File: src/rtl/imem_program_loader.sv
// Streams a length-prefixed, XOR-checked program image into IMEM as little-endian
// 32-bit words and keeps the core in reset until a complete, valid image is loaded.
module imem_program_loader #(
  parameter logic [31:0] BASE_ADDR = 32'h0000_0000,
  parameter int unsigned MAX_WORDS = 256
) (
  input  logic        clk_i,
  input  logic        rst_i,
  input  logic        start_i,
  input  logic [7:0]  in_data_i,
  input  logic        in_valid_i,
  output logic        in_ready_o,
  output logic        imem_we_o,
  output logic [31:0] imem_addr_o,
  output logic [31:0] imem_wdata_o,
  output logic        core_rst_o,
  output logic        busy_o,
  output logic        done_o,
  output logic        error_o
);

  // state | meaning
  // IDLE  | after reset, waiting for start
  // LEN0  | expecting low byte of word count
  // LEN1  | expecting high byte of word count
  // DATA  | receiving 4*N image bytes
  // CSUM  | expecting XOR checksum byte
  // DONE  | image valid, core released
  // ERROR | length too large or checksum mismatch
  typedef enum logic [2:0] {
    S_IDLE,
    S_LEN0,
    S_LEN1,
    S_DATA,
    S_CSUM,
    S_DONE,
    S_ERROR
  } state_t;

  localparam logic [16:0] MAX_N = 17'(MAX_WORDS);

  state_t      state_q, state_d;
  logic [7:0]  len_lo_q, len_lo_d;
  logic [15:0] n_q, n_d;
  logic [15:0] idx_q, idx_d;
  logic [1:0]  byte_cnt_q, byte_cnt_d;
  logic [23:0] shift_q, shift_d;
  logic [7:0]  xor_q, xor_d;
  logic        we_q, we_d;
  logic [31:0] addr_q, addr_d;
  logic [31:0] wdata_q, wdata_d;
  logic        core_rst_q, core_rst_d;

  logic        busy;
  logic        accept;
  logic [15:0] len_in;

  assign busy   = (state_q == S_LEN0) || (state_q == S_LEN1) ||
                  (state_q == S_DATA) || (state_q == S_CSUM);
  assign accept = busy && in_valid_i;
  assign len_in = {in_data_i, len_lo_q};

  always_ff @(posedge clk_i or posedge rst_i) begin
    if (rst_i) begin
      state_q    <= S_IDLE;
      len_lo_q   <= 8'h00;
      n_q        <= 16'h0000;
      idx_q      <= 16'h0000;
      byte_cnt_q <= 2'd0;
      shift_q    <= 24'h00_0000;
      xor_q      <= 8'h00;
      we_q       <= 1'b0;
      addr_q     <= BASE_ADDR;
      wdata_q    <= 32'h0000_0000;
      core_rst_q <= 1'b1;
    end else begin
      state_q    <= state_d;
      len_lo_q   <= len_lo_d;
      n_q        <= n_d;
      idx_q      <= idx_d;
      byte_cnt_q <= byte_cnt_d;
      shift_q    <= shift_d;
      xor_q      <= xor_d;
      we_q       <= we_d;
      addr_q     <= addr_d;
      wdata_q    <= wdata_d;
      core_rst_q <= core_rst_d;
    end
  end

  always_comb begin
    state_d    = state_q;
    len_lo_d   = len_lo_q;
    n_d        = n_q;
    idx_d      = idx_q;
    byte_cnt_d = byte_cnt_q;
    shift_d    = shift_q;
    xor_d      = xor_q;
    we_d       = 1'b0;
    addr_d     = addr_q;
    wdata_d    = wdata_q;

    case (state_q)
      S_IDLE, S_DONE, S_ERROR: begin
        if (start_i) begin
          state_d    = S_LEN0;
          xor_d      = 8'h00;
          byte_cnt_d = 2'd0;
          idx_d      = 16'h0000;
        end
      end
      S_LEN0: begin
        if (accept) begin
          len_lo_d = in_data_i;
          state_d  = S_LEN1;
        end
      end
      S_LEN1: begin
        if (accept) begin
          n_d = len_in;
          if ({1'b0, len_in} > MAX_N) begin
            state_d = S_ERROR;
          end else if (len_in == 16'h0000) begin
            state_d = S_CSUM;
          end else begin
            state_d = S_DATA;
          end
        end
      end
      S_DATA: begin
        if (accept) begin
          xor_d      = xor_q ^ in_data_i;
          byte_cnt_d = byte_cnt_q + 2'd1;
          if (byte_cnt_q == 2'd3) begin
            // Fourth byte completes the word; the write overlaps the next byte's acceptance.
            we_d    = 1'b1;
            wdata_d = {in_data_i, shift_q};
            addr_d  = BASE_ADDR + {14'b0, idx_q, 2'b00};
            idx_d   = idx_q + 16'd1;
            if (idx_q == n_q - 16'd1) begin
              state_d = S_CSUM;
            end
          end else begin
            shift_d = {in_data_i, shift_q[23:8]};
          end
        end
      end
      S_CSUM: begin
        if (accept) begin
          state_d = (in_data_i == xor_q) ? S_DONE : S_ERROR;
        end
      end
      default: state_d = S_IDLE;
    endcase

    // Registered so the release lines up with DONE and re-asserts as DONE is left.
    core_rst_d = (state_d != S_DONE);
  end

  assign in_ready_o   = busy;
  assign busy_o       = busy;
  assign done_o       = (state_q == S_DONE);
  assign error_o      = (state_q == S_ERROR);
  assign imem_we_o    = we_q;
  assign imem_addr_o  = addr_q;
  assign imem_wdata_o = wdata_q;
  assign core_rst_o   = core_rst_q;

endmodule
File: config.mk
export PLATFORM = sky130hd
export DESIGN_NAME = imem_program_loader
export DESIGN_NICKNAME = d
export VERILOG_FILES = /design/src/rtl/imem_program_loader.sv
export SDC_FILE = /design/constraint.sdc
export NUM_CORES = 1
export LEC_CHECK = 0
export CORE_ASPECT_RATIO = 1.25
export CORE_MARGIN = 3
export CORE_UTILIZATION = 40
export CTS_CLUSTER_SIZE = 20
export DETAILED_ROUTE_END_ITERATION = 8
export GPL_ROUTABILITY_DRIVEN = 0
export SLEW_MARGIN = 20
export SYNTH_ARGS = -nofsm -noshare
export SYNTH_HDL_FRONTEND = slang
export SYNTH_SLANG_ARGS = --single-unit
File: constraint.sdc
create_clock -name clk_i -period 4.8 [get_ports clk_i]
set_input_delay 0.48 -clock clk_i [delete_from_list [all_inputs] [get_ports clk_i]]
set_output_delay 0.48 -clock clk_i [all_outputs]
set_load 0.005 [all_outputs]
Word-level counts from Yosys, hierarchy flattened
Index checks and enable logic that the tools add are counted.
Word-level totals
  output and inout port bits: 70
  input bits: 12
  register bits after elaboration: 127
  logic and storage cells: 68
Cells by class
  reduce and logical (&&, ||, !) cells: 14
  mux-type cells: 24
  $lt $le $gt $ge: 1
  bitwise logic cells: 2
  add/subtract/negate cells: 3
  equal/unequal tests: 13
Operators with widths (count)
  16-bit 2-to-1 mux: 3
  16-bit one-hot mux with 2 select lines: 1
  3-bit 2-to-1 mux: 9
  16-bit by 1-bit adder with 16-bit output, second input constant: 1
  16-bit == test: 1
  16-bit by 9-bit > comparator with 1-bit output, second input constant: 1
  16-bit zero test: 1
  8-bit 2-to-1 mux: 2
  8-bit one-hot mux with 2 select lines: 1
  16-bit by 1-bit subtractor with 16-bit output, second input constant: 1
  3-bit one-hot mux with 5 select lines: 1
  3-bit == test, second input constant: 3
  3-bit AND reduction: 3
  8-bit == test: 1
  8-bit bitwise XOR: 1
  3-bit by 2-bit == test with 1-bit output, second input constant: 2
  2-bit 2-to-1 mux: 3
  2-bit inequality test, second input constant: 2
  2-bit one-hot mux with 2 select lines: 1
  2-bit AND reduction: 2
  4-bit AND reduction: 1
  3-bit by 1-bit == test with 1-bit output, second input constant: 1
  3-bit zero test: 1
  1-bit logical OR: 3
  9 further kinds: 11

Depth between registers and ports, before layout
  depth in word-level cells: 8
  mapped depth: 9
  depth with buffers taken out: 9

Worst setup path before layout
Ideal clock, no wire load.
  kind: reg2reg
  start: reg n_q[0]
  end: reg state_q[0]
  slack: 2.518 ns
  path buffers: 0
  arrival time: 2.159 ns
  library setup time: 0.123 ns
  required time: 4.677 ns
  period minus slack after synthesis: 2.282 ns
  cell stages (with the launch flop): 10
  path through: dfrtp_1 > inv_1 > ha_1 > nor3b_4 > mux2i_1 > or3_1 > a2111oi_2 > o2111ai_1 > o21bai_1 > nand2b_1
Between the ends
  cells in the longest elaborated chain, start to end: 6
RTL lines
  from (decl): RTL line 44  | logic [15:0] n_q, n_d;
  from (signal assigned): RTL line 79  | n_q <= n_d;
  16-bit by 1-bit subtractor with 16-bit output: RTL line 140  | if (idx_q == n_q - 16'd1) begin
  16-bit == test: RTL line 140
  3-bit 2-to-1 mux: RTL line 140
  3-bit 2-to-1 mux: RTL line 134  | if (byte_cnt_q == 2'd3) begin
  3-bit 2-to-1 mux: RTL line 131  | if (accept) begin
  3-bit one-hot mux with 5 select lines: RTL line 103  | case (state_q)
  named net state_d[0]: RTL line 42  | state_t state_q, state_d;
  to (signal assigned): RTL line 77  | state_q <= state_d;
  to (decl): RTL line 42
The timed path passes the listed nets, and every way through them passes these cells.
A chain may end at the register's enable or synchronous reset.

Worst setup path after layout
  start: reg state_q[0]
  end: reg wdata_q[15] (netlist: imem_wdata_o[15])
Between the ends
  cells in the longest elaborated chain, start to end: 6
  elaborated cells between the ends (all ways): 9
  those cells by class: eq/ne: 4; reduce/logical: 5
RTL lines
  3-bit by 1-bit == test with 1-bit output or 3-bit by 2-bit == test with 1-bit output (tied branches): RTL line 58  | assign busy = (state_q == S_LEN0) || (state_q == S_LEN1) ||
  1-bit logical OR (2 in a row): RTL line 58
  1-bit logical OR: RTL line 59  | (state_q == S_DATA) || (state_q == S_CSUM);
  1-bit logical AND: RTL line 60  | assign accept = busy && in_valid_i;
  3-bit AND reduction (no line) (*)
  to (signal assigned): RTL line 86  | wdata_q <= wdata_d;
  to (decl): RTL line 51  | logic [31:0] wdata_q, wdata_d;
Every way passes the cells marked *; elsewhere a longest branch is shown, timed or not.

==> results.toml <==
[clock_tree]
cts_tree = "built"
clockBufferDepth = 2
ctsRootBufferMaster = "clkbuf_16"
cts_resized = 0
cts.sinks = 127
hold_buffers = 0
path_clk_slew_ps = 60
post-cts-setup-buffers = 0
htree_levels = 4
clk-insertion-delay-late_ps = 410
cts_inserted_buffers = 17

[global_routing]
grt_antenna_before_repair = 0
overflow = 0
grt_use_total_pct = 16.8
grt_pass1_vias = 4215
grt_max_degree = 62
grt_pass1_wl_um = 21500

[hold_path]
hold_path.class = "flop to flop"

[worst_setup_path]
ff2ff_path_depth = 5
startpoint_type = "flop"
r2r_end = "imem_wdata_o[15]$_DFFE_PP0P_"
worst_ep_required_time_ps = 5090
crit_end = "imem_wdata_o[15]$_DFFE_PP0P_"
reg2reg_setup_slack_ps = 1810
crit_path_end_kind = "flop"
crit_path_max_incr_delay_ps = 810
cp_max_fo = 46
worstPathArrival_ps = 3280
worst_path_max_delay_cell = "inv_2"
path_class = "flop to flop"
crit_chain = "and3b_1 > and2_1 > nand2_1 > inv_2 > mux2_2"
crit_start = "state_q[0]$_DFF_PP0_"
regToRegStartpoint = "state_q[0]$_DFF_PP0_"

[synth]
synth_edf_count = 0
synthCells = 517
yosys.area_share.simple_pct = 11.7
ys_seq_elements = 127
ys_async_sr_fraction_pct = 100
muxShareOfSynthArea_pct = 17.4
yosys.area_share.adder_pct = 0.630
synth_top_family_by_area = "multiplexers"
synth_ff_type = "dfrtp_1"
syn-cell-area_um2 = 5960
seq_area_frac_synth_pct = 53.4
yosys_warnings = 0
ys_types = 50
syn_avg_cell_area_um2 = 11.5
yosys.area_share.xor_xnor_pct = 5.88
synth_compound_area_share_pct = 6.51

[job]
cap_violations = 0

[timing]
fmax_mhz = 335
finClkSkew_ps = 6.26
period_minus_slack_ps = 2990
totalNegativeSetupSlack_ps = 0
final-hold-violation-count = 0
rsz0062_at_grt = "false"
slew_headroom_pct = 33.2
final_max_slew_viol_count = 0
fin_crit_sh_pct = 62.3
tightest_slew_ps = 1000
setup_viol = 0

[drt]
num_vias = 4103
drc = 0
wl_per_cell_um = 16.3
drt_first_pass_iters = 4
drt_iter0_drc = 263
wl_um = 12600
vias_per_cell = 5.30
ant_nets = 0

[layout]
fillers = 1313
final_nets = 598
area_growth_pct = 22.6
drive_gt1_share_pct = 22.7
stdcell_count = 774
fin_area_um2 = 7300
n_antenna_cell = 0

[power_and_ir_drop]
leakagePower_nw = 3.20
clkPwrFrac_pct = 32.4
irDropWorstVdd_v = 0.000258
p_comb_share_pct = 25.6
power_density_nw_per_um2 = 523
p_switching_mw = 1.22
total_power_mw = 3.82
pwr-share-seq_pct = 41.9
sw_frac_of_total_pct = 31.9
internal-power_mw = 2.60

[place]
placed_area_um2 = 6730
place_inst = 742
numPortBuffers = 65
dp_hpwl_um = 8790

[floorplanning]
io_pins = 82
rows = 49
dieHeight_um = 142
die_w_um = 115
coreArea_um2 = 14500
start_util_pct = 41.2
dieArea_um2 = 16400

[run_status]
outcome = "completed"
## layout by cell type, fill, tap and decap left out, types with 3 or more instances in the layout
cell	synthesis	layout
a21oi_1	15	15
and3_1	5	5
buf_4	17	5
clkbuf_16	0	17
clkdlybuf4s50_1	0	65
clkinv_2	0	5
clkinvlp_4	0	3
conb_1	1	16
dfrtp_1	126	126
ha_1	3	3
inv_1	11	10
mux2_1	4	4
mux2_2	86	86
nand2_1	41	41
nand3_1	8	8
nand4_1	7	7
nor2_1	29	29
nor2b_1	6	6
nor3_1	11	11
nor4_1	9	8
o21ai_0	35	35
or3_1	6	6
xnor2_1	20	20
xor2_1	20	20
## final cells by class
class	instances	area, um2	share of cell area, %
Timing Repair Buffer	71	699	9.58
Inverter	12	47.5	0.651
Clock buffer	18	429	5.88
Tap cell	178	223	3.05
Multi-Input combinational cell	354	2580	35.3
Sequential cell	127	3180	43.5
Clock inverter	14	143	1.95
## Yosys cell counts (all sizes together), types with 3 or more instances
cell type  number  share of area (%)
and2            3               0.32
and3            5               0.53
dfrtp         126                 53
o21ai          37                3.2
xor2           20                2.9
nand3           8               0.67
buf            27                3.0
inv            12               0.76
nor3           12                1.1
mux2           90                 17
nand4           7               0.74
nor4           10                1.2
nor2           29                1.8
xnor2          20                2.9
a21oi          15                1.3
ha              3               0.63
or3             6               0.63
nor2b           6               0.63
clkbuf         12               0.76
nand2          41                2.6
## logic make-up (layout without fill, tap and decap cells)
kind of cell,after synthesis,after routing
buf+inv,51,115
simple gates,137,137
fa+ha+maj,3,3
compound gates,66,66
xor+xnor,40,40
mux,92,92
other cells,1,16
flops,127,127
## per-stage QoR
| stage | util, % | setup slack (ps) | hold slack, ps |
|---|---|---|---|
| after floorplan | - | 937 | 452 |
| after global placement | 46.4 | 1550 | 468 |
| after detailed placement | 46.5 | 1480 | 472 |
| after CTS | 50.5 | 1770 | 484 |
| after global routing | 50.5 | 1450 | 501 |
| final | 50.5 | 1810 | 482 |
## worst max-delay path: cells and delay by family, from the launching register on
kind	cells	cell delay [ps]
flip-flops	1	650
buffers and inverters	1	810
AND/OR/NAND/NOR	3	950
multiplexers	1	430
## flip-flops by register name (all words and copies together) (netlist names)
name          cells
len_lo_q          8
imem_wdata_o     32
imem_we_o         1
state_q           3
core_rst_o        1
byte_cnt_q        2
imem_addr_o      16
xor_q             8
n_q              16
idx_q            16
shift_q          24
## routing by layer
layer	GRT usage, %	wire length (um)	vias up
met3	4.38	593	28
met4	6.30	273	0
met1	21.6	5420	2019
li1	-	-	1926
met2	27.2	6340	130
met5	0	0	-
## worst min path at each step
stage / slack [ps] / startpoint / end / cells after the start
floorplan: 450 / shift_q[4]$_DFFE_PP0P_ / shift_q[4]$_DFFE_PP0P_ / 1
global placement: 470 / shift_q[6]$_DFFE_PP0P_ / shift_q[6]$_DFFE_PP0P_ / 1
detailed placement: 470 / shift_q[7]$_DFFE_PP0P_ / shift_q[7]$_DFFE_PP0P_ / 1
CTS: 480 / shift_q[7]$_DFFE_PP0P_ / shift_q[7]$_DFFE_PP0P_ / 1
global route: 500 / shift_q[7]$_DFFE_PP0P_ / shift_q[7]$_DFFE_PP0P_ / 1
finish: 480 / imem_addr_o[16]$_DFFE_PP0P_ / imem_addr_o[16]$_DFFE_PP0P_ / 2
## power groups by stage
stage	sequential (mW)	combinational [mW]	clock, mW
after global routing	1.65	1.10	1.32
final	1.60	0.980	1.24
after CTS	1.60	0.988	1.27
after floorplan	1.52	0.781	0
after detailed placement	1.62	0.982	0
after global placement	1.60	0.945	0
No activity file was read; power rests on OpenSTA's default activity.
